### src/rtl/corelet_ctrl_pkg.sv
// corelet_ctrl_pkg: state encoding, instruction field positions and constants for corelet_ctrl
package corelet_ctrl_pkg;
  typedef enum logic [2:0] {
    S_IDLE, S_W_FETCH, S_W_LOAD, S_W_FLUSH, S_A_FETCH, S_A_EXEC, S_DRAIN, S_DONE
  } state_e;
  localparam int B_MODE = 35;
  localparam int B_BYPASS = 34;
  localparam int B_ACC = 33;
  localparam int B_PCEN = 32;
  localparam int B_PWEN = 31;
  localparam int B_PA_LO = 20;
  localparam int B_XCEN = 19;
  localparam int B_XWEN = 18;
  localparam int B_XA_LO = 7;
  localparam int B_OFIFO_RD = 6;
  localparam int B_IFIFO_WR = 5;
  localparam int B_IFIFO_RD = 4;
  localparam int B_L0_RD = 3;
  localparam int B_L0_WR = 2;
  localparam int B_EXEC = 1;
  localparam int B_LOAD = 0;
  localparam logic [35:0] IDLE_INST = 36'h1800C0000;
  localparam int TIMEOUT_LIMIT = 1023;
endpackage

### src/rtl/corelet_inst_pack.sv
// corelet_inst_pack: packs the sequencer field signals into the 36-bit corelet instruction bundle
module corelet_inst_pack
  import corelet_ctrl_pkg::*;
#(
  parameter int ADDR_W = 11
) (
  input  logic              bypass_i,
  input  logic              acc_i,
  input  logic              pmem_wr_i,
  input  logic [ADDR_W-1:0] pa_i,
  input  logic              xmem_rd_i,
  input  logic [ADDR_W-1:0] xa_i,
  input  logic              ofifo_rd_i,
  input  logic              l0_rd_i,
  input  logic              l0_wr_i,
  input  logic              execute_i,
  input  logic              load_i,
  output logic [35:0]       inst_o
);
  always_comb begin
    inst_o = IDLE_INST;
    inst_o[B_MODE] = 1'b0;
    inst_o[B_BYPASS] = bypass_i;
    inst_o[B_ACC] = acc_i;
    inst_o[B_PCEN] = ~pmem_wr_i;
    inst_o[B_PWEN] = ~pmem_wr_i;
    inst_o[B_PA_LO +: ADDR_W] = pmem_wr_i ? pa_i : '0;
    inst_o[B_XCEN] = ~xmem_rd_i;
    inst_o[B_XWEN] = 1'b1;
    inst_o[B_XA_LO +: ADDR_W] = xmem_rd_i ? xa_i : '0;
    inst_o[B_OFIFO_RD] = ofifo_rd_i;
    inst_o[B_IFIFO_WR] = 1'b0;
    inst_o[B_IFIFO_RD] = 1'b0;
    inst_o[B_L0_RD] = l0_rd_i;
    inst_o[B_L0_WR] = l0_wr_i;
    inst_o[B_EXEC] = execute_i;
    inst_o[B_LOAD] = load_i;
  end
endmodule

### src/rtl/corelet_ctrl.sv
// corelet_ctrl: weight-stationary tile-pass sequencer driving the corelet instruction bundle.
// Define CORELET_CTRL_TIMEOUT_EN to add the DRAIN watchdog and sticky err flag.
module corelet_ctrl
  import corelet_ctrl_pkg::*;
#(
  parameter int row = 8,
  parameter int col = 8,
  parameter int ADDR_W = 11,
  parameter int CNT_W = 8
) (
  input  logic              clk,
  input  logic              rst_n,
  input  logic              start_i,
  input  logic              abort_i,
  input  logic [ADDR_W-1:0] w_base_i,
  input  logic [ADDR_W-1:0] x_base_i,
  input  logic [ADDR_W-1:0] p_base_i,
  input  logic [CNT_W-1:0]  n_act_i,
  input  logic              acc_en_i,
  input  logic              ofifo_valid_i,
  output logic [35:0]       inst_o,
  output logic              busy_o,
  output logic              done_o,
  output logic              err_o
);
  localparam int CW = (CNT_W + 1 > $clog2(row + col + 1)) ? CNT_W + 1 : $clog2(row + col + 1);
  state_e state_q, state_d;
  logic [CW-1:0] cnt_q, cnt_d, n_ext;
  logic [ADDR_W-1:0] w_base_q, x_base_q, p_base_q, pa_q, xa;
  logic [CNT_W-1:0] n_q;
  logic acc_q, l0_wr_q, pw_q, xmem_rd, ofifo_rd, timeout;
  assign n_ext = CW'(n_q);
  assign xmem_rd = state_q == S_W_FETCH || state_q == S_A_FETCH;
  assign xa = (state_q == S_W_FETCH ? w_base_q : x_base_q) + ADDR_W'(cnt_q);
  assign ofifo_rd = state_q == S_DRAIN && ofifo_valid_i && cnt_q != n_ext;
  assign busy_o = state_q != S_IDLE;
  assign done_o = state_q == S_DONE;
`ifdef CORELET_CTRL_TIMEOUT_EN
  logic [9:0] wd_q, wd_d;
  logic err_q;
  assign wd_d = (state_q == S_DRAIN && !ofifo_valid_i) ? wd_q + 10'd1 : '0;
  assign timeout = wd_d == 10'(TIMEOUT_LIMIT);
  assign err_o = err_q;
`else
  assign timeout = 1'b0;
  assign err_o = 1'b0;
`endif
  // LOAD/EXEC phases spend their first cycle on the trailing l0 write
  always_comb begin
    state_d = state_q;
    cnt_d = cnt_q + CW'(1);
    case (state_q)
      S_IDLE: begin
        cnt_d = '0;
        state_d = start_i ? S_W_FETCH : S_IDLE;
      end
      S_W_FETCH: if (cnt_q == CW'(row - 1)) begin state_d = S_W_LOAD; cnt_d = '0; end
      S_W_LOAD: if (cnt_q == CW'(row)) begin state_d = S_W_FLUSH; cnt_d = '0; end
      S_W_FLUSH: if (cnt_q == CW'(row + col - 1)) begin
        state_d = n_q == '0 ? S_DONE : S_A_FETCH;
        cnt_d = '0;
      end
      S_A_FETCH: if (cnt_q == n_ext - CW'(1)) begin state_d = S_A_EXEC; cnt_d = '0; end
      S_A_EXEC: if (cnt_q == n_ext) begin state_d = S_DRAIN; cnt_d = '0; end
      S_DRAIN: begin
        cnt_d = cnt_q + CW'(ofifo_rd);
        if (cnt_q == n_ext) begin state_d = S_DONE; cnt_d = '0; end
      end
      default: begin state_d = S_IDLE; cnt_d = '0; end
    endcase
    if (timeout || abort_i) begin state_d = S_IDLE; cnt_d = '0; end
  end
  always_ff @(posedge clk or negedge rst_n) begin
    if (!rst_n) begin
      state_q <= S_IDLE;
      cnt_q <= '0;
      l0_wr_q <= 1'b0;
      pw_q <= 1'b0;
      pa_q <= '0;
      w_base_q <= '0;
      x_base_q <= '0;
      p_base_q <= '0;
      n_q <= '0;
      acc_q <= 1'b0;
`ifdef CORELET_CTRL_TIMEOUT_EN
      wd_q <= '0;
      err_q <= 1'b0;
`endif
    end else begin
      state_q <= state_d;
      cnt_q <= cnt_d;
      l0_wr_q <= xmem_rd & ~abort_i;
      pw_q <= ofifo_rd & ~abort_i;
      pa_q <= p_base_q + ADDR_W'(cnt_q);
      if (state_q == S_IDLE && start_i) begin
        w_base_q <= w_base_i;
        x_base_q <= x_base_i;
        p_base_q <= p_base_i;
        n_q <= n_act_i;
        acc_q <= acc_en_i;
      end
`ifdef CORELET_CTRL_TIMEOUT_EN
      wd_q <= wd_d;
      err_q <= err_q | (timeout & ~abort_i);
`endif
    end
  end
  corelet_inst_pack #(.ADDR_W(ADDR_W)) u_pack (
    .bypass_i  (state_q == S_DRAIN),
    .acc_i     (state_q == S_DRAIN && acc_q),
    .pmem_wr_i (pw_q),
    .pa_i      (pa_q),
    .xmem_rd_i (xmem_rd),
    .xa_i      (xa),
    .ofifo_rd_i(ofifo_rd),
    .l0_rd_i   ((state_q == S_W_LOAD || state_q == S_A_EXEC) && cnt_q != '0),
    .l0_wr_i   (l0_wr_q),
    .execute_i (state_q == S_A_EXEC && cnt_q != '0),
    .load_i    (state_q == S_W_LOAD && cnt_q != '0),
    .inst_o    (inst_o)
  );
endmodule

### config.mk
export PLATFORM = sky130hd
export DESIGN_NAME = corelet_ctrl
export DESIGN_NICKNAME = d
export VERILOG_FILES = /design/src/rtl/corelet_ctrl_pkg.sv /design/src/rtl/corelet_inst_pack.sv /design/src/rtl/corelet_ctrl.sv
export SDC_FILE = /design/constraint.sdc
export NUM_CORES = 1
export LEC_CHECK = 0
export ABC_CLOCK_PERIOD_IN_PS = 4500
export BUFFER_PORTS_ARGS = -buffer_cell sky130_fd_sc_hd__buf_2
export CELL_PAD_IN_SITES_DETAIL_PLACEMENT = 2
export CELL_PAD_IN_SITES_GLOBAL_PLACEMENT = 2
export CORE_MARGIN = 4
export CORE_UTILIZATION = 24
export CTS_BUF_LIST = sky130_fd_sc_hd__clkbuf_16
export DETAILED_ROUTE_END_ITERATION = 10
export PLACE_DENSITY_LB_ADDON = 0.1
export SYNTH_ARGS = -nofsm -noshare
export SYNTH_HDL_FRONTEND = slang
export SYNTH_SLANG_ARGS = --single-unit
### constraint.sdc
create_clock -name clk -period 4.5 [get_ports clk]
set_clock_uncertainty 0.2 [all_clocks]
set_input_delay 0.675 -clock clk [delete_from_list [all_inputs] [get_ports clk]]
set_output_delay 0.675 -clock clk [all_outputs]
set_load 0.05 [all_outputs]
==> run_results.csv <==
group,metric,value,unit
worst_setup_path,ff2ff_setup_slack,1.24,ns
cts,path_clk_slew,0.05,ns
synthesis,synth-seq-area-share,38.1,%
timing,drv_slew,0,
cts,cts_tree,"built",
timing,finalSetupViolations,0,
synthesis,synth-edff-count,0,
worst_setup_path,crit_required,3.62,ns
cells_and_area,finalNetCount,601,
synthesis,synth.distinct_cells,62,
grt,grt_usage,14.5,%
grt,first_global_vias,4014,
grt,grt_pass1_wl,22.8,mm
routing,first_pass_iters,4,
cts,cts-root-buf,"clkbuf_16",
cts,hold_buffers,0,
placed_design,dp.cells,745,
worst_setup_path,cp-start-kind,"flip-flop",
timing,tightestPinTransition,0.698,ns
timing,period_share,95.3,%
placed_design,gp_congestion,0.793,
cells_and_area,drive_gt1_share,31.5,%
cells_and_area,layoutNonFillerInstCount,762,
routing,vias,3623,
floorplan,fp.coreArea,18000,um2
floorplan,io-pin-count,86,
cells_and_area,fin_util,29.5,%
timing,relSlewSlack,53.5,%
routing,ant_nets,0,
timing,rsz0062_at_grt,"true",
worst_setup_path,setup.worst_path.end_class,"primary output",
grt,antenna_found_initial,0,
worst_setup_path,crit_arrival,3.42,ns
routing,routed_wl,14.3,mm
synthesis,avgSynthCellArea,9.67,um2
cts,numCtsBuffers,9,
timing,finalHoldViolations,0,
worst_setup_path,r2r_end,"cnt_q[8]$_DFF_PN0_",
power,pwr_density_cell,643,nW/um2
grt,grt_max_degree,41,
worst_setup_path,reg2reg_depth,10,
cts,numClockSinks,67,
synthesis,synth_top_flop_cell,"dfrtp_1",
floorplan,die_y,143,um
timing,timing.fmax,0.233,GHz
placed_design,hpwl,11.0,mm
routing,wl_per_cell,18.7,um
synthesis,synth.cell_area,4400,um2
synthesis,ys.warnings.count,0,
cells_and_area,area_growth,21.0,%
power,power,0.00342,W
cts,cts.path.max_buffers,2,
floorplan,dieArea,20600,um2
cts,h-tree-depth,3,
synthesis,netlist_instances,455,
timing,whs,0.182,ns
power,power.leakage,2.41,nW
synthesis,synthArstFlopShare,100,%
power,ir_drop,0.255,mV
routing,post_drt_via_cell_ratio,4.75,
routing,drc_errors,0,
synthesis,synth_seq_cells,67,
cells_and_area,n_fill_cell,2010,
placed_design,io_buffers,80,
floorplan,initial_core_util,24.4,%
floorplan,fp.dieW,143,um
grt,grt_overflow,0,
worst_setup_path,rr_startpoint,"cnt_q[5]$_DFF_PN0_",
worst_setup_path,critical_path_class,"flip-flop to primary output",
flow_run,drv_cap,0,
cts,clk_latency,0.34,ns
routing,drt_iter0_markers,103,
worst_setup_path,cp_max_fo,4,
cells_and_area,diodes,0,
timing,min_period,4.29,ns
min_path,hp-class,"input pin to asynchronous set/reset pin",
run_status,status,"complete, no violations",
floorplan,rows,49,
-- cells in the final DEF (no fill, tap or decap), types with 15 or more instances in the layout --
cell | synthesis | routed
o21ai_0 | 23 | 21
buf_4 | 13 | 15
mux2_2 | 47 | 47
buf_2 | 6 | 77
nor3_1 | 17 | 16
inv_1 | 22 | 22
nor2_1 | 29 | 27
a21oi_1 | 17 | 16
dfrtp_1 | 67 | 67
nand2_1 | 33 | 33
ha_1 | 24 | 24
-- registers in the layout, summed over array words and instances (netlist names) --
signal / count
pw_q: 1
w_base_q: 11
pa_q: 11
state_q: 3
x_base_q: 11
p_base_q: 11
cnt_q: 9
acc_q: 1
n_q: 8
l0_wr_q: 1
-- cells in the mapped netlist (all sizes together), types with 4 or more instances --
master  count  area (um2)
buf        21         143
nor2b      10        62.6
nand3      10        50.1
dfrtp      67        1680
ha         24         300
o31ai       7        71.3
xor2       13         114
nand4       7        43.8
nor3b       4        30.0
nand2      33         124
a21o        4        30.0
clkbuf     15        57.6
a21oi      17        85.1
inv        22        82.6
nor3       17        85.1
and2       14        87.6
o21ai      24         120
a22o        4        35.0
xnor2      14         123
nand2b      6        37.5
mux2       47         529
nor2       29         109
-- stage by stage --
stage | setup WS [ns] | TNS (ns) | instance area (um2)
floorplan | 0.0127 | 0 | 4430
global placement | 0.233 | 0 | 5020
detailed placement | 0.128 | 0 | 5020
CTS | 0.00308 | 0 | 5300
global route | -0.0150 | -0.0278 | 5320
finish | 0.210 | 0 | 5320
-- timing repair --
action	4_1_cts	5_1_grt
setup endpoints to repair	4	4
buffers inserted	0	1
pin swaps	0	3
cloned	0	0
resized for setup	4	9
-- area by class of cell --
class	count	area [um2]	share of cell area (%)
well taps	229	287	5.38
clock buffers	9	225	4.23
flip-flops and latches	67	1680	31.5
multi-input cells	333	2490	46.8
clock inverters	7	35.0	0.658
repair buffers	95	524	9.85
inverters	22	82.6	1.55
-- power breakdown --
group          internal [W]  leakage [nW]  switching, W
clock network      0.000364         0.121      0.000267
logic              0.000706          1.48       0.00102
registers          0.000864         0.816      0.000203
total               0.00193          2.41       0.00149
-- worst max-delay path: stages (launching register included) --
cell and delay [ns]:
dfrtp_1 0.38, nand2b_1 0.20, nor2_4 0.19, mux2_2 0.37
ha_1 0.27, a21o_1 0.20, a21oi_2 0.18, o21ai_1 0.10
a2111oi_1 0.35, buf_4 0.19, o311ai_0 0.16, xor2_1 0.22
nor2_4 0.11, buf_6 0.16
-- worst max path at each step --
stage               depth (start not counted)                   start          to
floorplan                                  11  state_q[1]$_DFFE_PN0P_  inst_o[14]
global placement                           13  state_q[1]$_DFFE_PN0P_  inst_o[16]
detailed placement                         13  state_q[1]$_DFFE_PN0P_  inst_o[17]
CTS                                        13  state_q[1]$_DFFE_PN0P_  inst_o[16]
global route                               13  state_q[1]$_DFFE_PN0P_  inst_o[17]
finish                                     13  state_q[1]$_DFFE_PN0P_  inst_o[16]
-- layer usage --
metal | vias up | track usage [%] | routed length [um]
met5 | - | 0 | 0
met4 | 0 | 4.91 | 220
met3 | 13 | 2.10 | 475
met2 | 55 | 24.0 | 6980
met1 | 1833 | 19.4 | 6600
li1 | 1722 | - | -
-- kinds of logic (layout without fill, tap and decap cells) --
logic type                 Yosys count  in the layout  share of synthesized area [%]
AOI/OAI and AO/OA                   77             77                           11.7
other                                2              5                          0.171
xor gates and xnor gates            27             27                           5.38
DFF                                 67             67                           38.1
buffers and inverters               58            133                           6.43
muxes                               49             49                           12.5
and+or+nand+nor                    149            149                           18.0
adders and majority gates           26             26                           7.74
Note: power is estimated with default switching activity, not from simulation.
